## src/rtl/tekito_processing_unit.sv

```systemverilog
// Single-cycle 4-bit core: fetches one byte per clock from an external combinational ROM
// and executes it on the same edge. Four registers, one flag, 6-bit PC, two I/O ports.
module tekito_processing_unit (
    input  logic       CLOCK,
    input  logic       RESET,
    output logic [5:0] MEMORY_ADDR,
    input  logic [7:0] MEMORY_DATA,
    input  logic [3:0] INPUT0,
    input  logic [3:0] INPUT1,
    output logic [3:0] OUTPUT0,
    output logic [3:0] OUTPUT1
);

    logic [5:0]      pc_q, pc_d;
    logic [3:0][3:0] regs_q, regs_d;
    logic            flag_q, flag_d;
    logic [3:0]      out0_q, out0_d;
    logic [3:0]      out1_q, out1_d;

    logic [1:0] dst_sel;
    logic [1:0] src_sel;
    logic [3:0] dst_val;
    logic [3:0] src_val;
    logic [4:0] sum5;
    logic [3:0] nand_res;

    assign MEMORY_ADDR = pc_q;
    assign OUTPUT0     = out0_q;
    assign OUTPUT1     = out1_q;

    // Both operands come from pre-edge register values, so d == s reads the old value twice.
    always_comb begin
        dst_sel  = MEMORY_DATA[3:2];
        src_sel  = MEMORY_DATA[1:0];
        dst_val  = regs_q[dst_sel];
        src_val  = regs_q[src_sel];
        sum5     = {1'b0, dst_val} + {1'b0, src_val};
        nand_res = ~(dst_val & src_val);

        pc_d   = pc_q + 6'd1;
        regs_d = regs_q;
        flag_d = flag_q;
        out0_d = out0_q;
        out1_d = out1_q;

        case (MEMORY_DATA[7:6])
            2'b00: begin
                case (MEMORY_DATA[5:4])
                    2'b00: regs_d[dst_sel] = src_val;
                    2'b01: begin
                        regs_d[dst_sel] = sum5[3:0];
                        flag_d          = sum5[4];
                    end
                    2'b10: begin
                        regs_d[dst_sel] = dst_val - src_val;
                        flag_d          = (src_val > dst_val);
                    end
                    default: begin
                        regs_d[dst_sel] = nand_res;
                        flag_d          = (nand_res == 4'd0);
                    end
                endcase
            end
            2'b01: regs_d[MEMORY_DATA[5:4]] = MEMORY_DATA[3:0];
            2'b10: begin
                if (!flag_q) begin
                    pc_d = MEMORY_DATA[5:0];
                end
            end
            default: begin
                case (MEMORY_DATA[5:4])
                    2'b00: regs_d[dst_sel] = MEMORY_DATA[1] ? INPUT1 : INPUT0;
                    2'b01: begin
                        if (MEMORY_DATA[1]) begin
                            out1_d = dst_val;
                        end else begin
                            out0_d = dst_val;
                        end
                    end
                    2'b10: flag_d = 1'b0;
                    default: flag_d = 1'b1;
                endcase
            end
        endcase
    end

    always_ff @(posedge CLOCK or negedge RESET) begin
        if (!RESET) begin
            pc_q   <= 6'd0;
            regs_q <= '0;
            flag_q <= 1'b0;
            out0_q <= 4'd0;
            out1_q <= 4'd0;
        end else begin
            pc_q   <= pc_d;
            regs_q <= regs_d;
            flag_q <= flag_d;
            out0_q <= out0_d;
            out1_q <= out1_d;
        end
    end

endmodule

```

## config.mk

```make
export PLATFORM = sky130hd
export DESIGN_NAME = tekito_processing_unit
export DESIGN_NICKNAME = d
export VERILOG_FILES = /design/src/rtl/tekito_processing_unit.sv
export SDC_FILE = /design/constraint.sdc
export NUM_CORES = 1
export LEC_CHECK = 0
export CAP_MARGIN = 20
export CORE_ASPECT_RATIO = 0.9
export CORE_MARGIN = 3
export CORE_UTILIZATION = 47
export CTS_CLUSTER_DIAMETER = 40
export DETAILED_ROUTE_END_ITERATION = 8
export PLACE_DENSITY = 0.69
export REMOVE_ABC_BUFFERS = 1
export SLEW_MARGIN = 20
export SYNTH_ARGS = -nofsm -noshare
export SYNTH_HDL_FRONTEND = slang
export SYNTH_SLANG_ARGS = --single-unit
```

## constraint.sdc

```tcl
create_clock -name CLOCK -period 4.2 [get_ports CLOCK]
set_input_delay 0.63 -clock CLOCK [delete_from_list [all_inputs] [get_ports CLOCK]]
set_output_delay 0.63 -clock CLOCK [all_outputs]
set_load 0.02 [all_outputs]
```

==> flow_summary.json <==
{
  "hold_path.class": "flip-flop to flip-flop",
  "routed_wl_mm": 8.543,
  "io-pin-count": 32,
  "core_area_sq_um": 5725,
  "slew_viol_final": 0,
  "synth-seq-cells": 31,
  "drc": 0,
  "maxCapViolCount": 0,
  "synth_area_leaders": "dfrtp_1 28%, mux2_2 8.0%, ha_1 7.6%, o21ai_0 6.1%, mux4_2 4.0%",
  "highest_layer": "met4",
  "hold_depth": 2,
  "status": "complete, no violations",
  "h-tree-depth": 2,
  "dp_hpwl_mm": 6.074,
  "grt_max_degree": 32,
  "nNetsFinal": 381,
  "start_util": 0.4891,
  "layout_setup_ws_ns": 0.7408,
  "slowest_stage": "clkdlybuf4s50_1",
  "path_delay_family": "buffers and inverters",
  "cp_data_required_time_ns": 4.40,
  "yosysTopAreaCell": "dfrtp_1",
  "cts_buffers": 5,
  "fmax_mhz": 289.1,
  "hp-start": "OUTPUT0[1]",
  "dr.pass1.iters": 5,
  "min_period_over_period": 0.8236,
  "clk_pin_slew_worst_paths_ns": 0.07,
  "vias": 2787,
  "grt_pass1_wl_mm": 13.77,
  "finalCoreUtilization": 0.5774,
  "finalNonFillerCells": 414,
  "hold_viol": 0,
  "ant_nets": 0,
  "final_area_sq_um": 3306,
  "syn_inst": 315,
  "track_usage": 0.2600,
  "cp-end-kind": "flip-flop",
  "postCtsSetupBuffers": 0,
  "root_buffer": "clkbuf_8",
  "syn_area_sq_um": 2800,
  "power.density_nw_per_um2": 481.8,
  "avgSynthCellArea_sq_um": 8.889,
  "drtIter0Drc": 285,
  "io_buffers": 31,
  "leakage_nw": 1.332,
  "synth-edff-count": 0,
  "maxSlewHeadroom": 0.3123,
  "yosys_warnings": 0,
  "dp_slack_ns": 0.4767,
  "rsz0062_at_grt": "no",
  "met3_length_um": 723,
  "tightest_slew_ns": 1.024,
  "max_stage_delay_ns": 0.72,
  "synth_flop_cell": "dfrtp_1",
  "antenna_found_initial": 0,
  "ir_worst_vdd_v": 0.0002781,
  "dieArea_sq_um": 6921,
  "setup_viol": 0,
  "place_inst": 407,
  "synthArstFlopShare": 1.000,
  "tns_ns": 0,
  "diodes": 0,
  "path_cells": "clkdlybuf4s50_1 > mux4_1 > ha_1 > fa_1 > nor2b_1 > o311ai_0 > buf_4 > o21ai_0 > o211ai_1",
  "clock-sinks": 31,
  "period_needed_ns": 3.459,
  "syn_to_final_growth_pct": 18.05,
  "routabilityCongestion": 0.9864,
  "vias_per_cell": 6.732,
  "worstHoldEndpoint": "OUTPUT0[1]",
  "synth_top_area_frac": 0.2770,
  "reg2regPathDepth": 7,
  "cp_max_fo": 9,
  "cts_resized": 0,
  "ctsHoldBuffers": 0,
  "critPathBufInv": 2,
  "seq_area_frac_synth": 0.2770,
  "placed_cell_area_sq_um": 3203,
  "fin_skew_ns": 0.006675,
  "num_rows": 26,
  "cts_tree": "yes",
  "critPathKind": "primary input to flip-flop",
  "r2r_slack_ns": 1.41,
  "grt_pass1_vias": 2515,
  "wire_per_inst_um": 20.64,
  "clk_latency_ns": 0.29,
  "die_h_um": 79.23,
  "worstPathArrival_ns": 3.66,
  "fill_cells": 528,
  "drive_gt1_frac": 0.1541,
  "met1_length_mm": 3.738,
  "grt_overflow": 0,
  "crit_path_start_kind": "primary input",
  "synth_cell_type_count": 50,
  "die_width_um": 87.36,
  "route.met2.wl_mm": 3.876,
  "clockBufferDepth": 2
}
==> worst register-to-register path, stage by stage, from the launching register on <==
cell and delay (ns):
dfrtp_1 0.45, mux4_2 0.57, ha_1 0.46, nor3b_1 0.11, or4_1 0.48, a21oi_1 0.33
nor3_2 0.09, o221ai_1 0.21
==> layer usage <==
| layer | GRT usage | vias up |
|---|---|---|
| met5 | 0 | - |
| met4 | 0.1074 | 0 |
| met3 | 0.04253 | 25 |
| met2 | 0.3886 | 154 |
| met1 | 0.3700 | 1368 |
| li1 | - | 1240 |
==> cells in the final DEF (no fill, tap or decap), types with 2 or more instances in the layout <==
| cell type | count |
|---|---|
| dfrtp_1 | 31 |
| nand2_1 | 29 |
| a21oi_1 | 11 |
| mux2_2 | 20 |
| mux4_2 | 5 |
| a32oi_1 | 12 |
| o31ai_1 | 2 |
| nand4_1 | 2 |
| nand3_1 | 17 |
| nor3_1 | 5 |
| o211ai_1 | 6 |
| mux2i_1 | 5 |
| or3_1 | 4 |
| nor3b_1 | 2 |
| clkbuf_8 | 5 |
| nor2b_1 | 11 |
| and3_2 | 4 |
| buf_4 | 13 |
| nand3b_1 | 4 |
| mux4_1 | 3 |
| o2111ai_1 | 4 |
| clkdlybuf4s50_1 | 31 |
| inv_1 | 14 |
| ha_1 | 17 |
| a311oi_1 | 8 |
| xor2_1 | 4 |
| o21ai_1 | 3 |
| nor2_1 | 15 |
| fa_1 | 2 |
| o21ai_0 | 34 |
==> power by group <==
part | switching, mW | internal, mW | leakage (nW) | total, mW
clock network | 0.121 | 0.174 | 0.0513 | 0.295
registers | 0.103 | 0.397 | 0.372 | 0.500
logic | 0.418 | 0.380 | 0.909 | 0.798
total | 0.642 | 0.951 | 1.33 | 1.59
==> per-stage QoR <==
step	hold WS, ns	total power, mW
5_1_grt	0.5164	1.697
3_5_place_dp	0.4699	1.291
6_report	0.4777	1.593
2_1_floorplan	0.3344	0.9899
4_1_cts	0.4859	1.586
3_3_place_gp	0.4615	1.264
==> layout make-up <==
| class | count | area (sq um) | area share |
|---|---|---|---|
| well taps | 70 | 87.58 | 0.02650 |
| clock buffers | 6 | 72.57 | 0.02195 |
| multi-input cells | 248 | 1879 | 0.5685 |
| inverters | 14 | 52.55 | 0.01590 |
| flip-flops and latches | 31 | 775.7 | 0.2347 |
| repair buffers | 44 | 407.9 | 0.1234 |
| clock inverters | 1 | 30.03 | 0.009084 |
==> cell families after synthesis <==
group	after synthesis	share of synthesized area
AOI/OAI and AO/OA	91	0.2163
xor gates and xnor gates	5	0.01564
adders and majority gates	19	0.09026
buffers and inverters	36	0.05183
DFF	31	0.2770
muxes	33	0.1667
and+or+nand+nor	100	0.1823
==> cells in the mapped netlist (2+ instances only) <==
cell type / count
o31ai_1: 2
nor3b_1: 2
or3_1: 4
nor2b_1: 11
nor2_1: 15
mux2i_1: 5
clkbuf_1: 17
mux4_1: 3
and3_2: 4
nand2_1: 29
a21oi_1: 11
mux2_2: 20
nor3_1: 5
a32oi_1: 12
nand3b_1: 4
o211ai_1: 6
nand3_1: 17
o2111ai_1: 4
o21ai_1: 3
fa_1: 2
o21ai_0: 34
dfrtp_1: 31
xor2_1: 4
buf_2: 2
ha_1: 17
buf_1: 2
a311oi_1: 8
mux4_2: 5
inv_1: 14
nand4_1: 2
==> how the worst max path moves through the flow <==
stage / start / to / cells after the start
2_1_floorplan: MEMORY_DATA[0] / flip-flop / 7
3_3_place_gp: MEMORY_DATA[0] / flip-flop / 9
3_5_place_dp: MEMORY_DATA[0] / flip-flop / 8
4_1_cts: MEMORY_DATA[0] / flip-flop / 8
5_1_grt: MEMORY_DATA[0] / flip-flop / 11
6_report: MEMORY_DATA[0] / flip-flop / 9
Power figures use the tool's default switching activity.
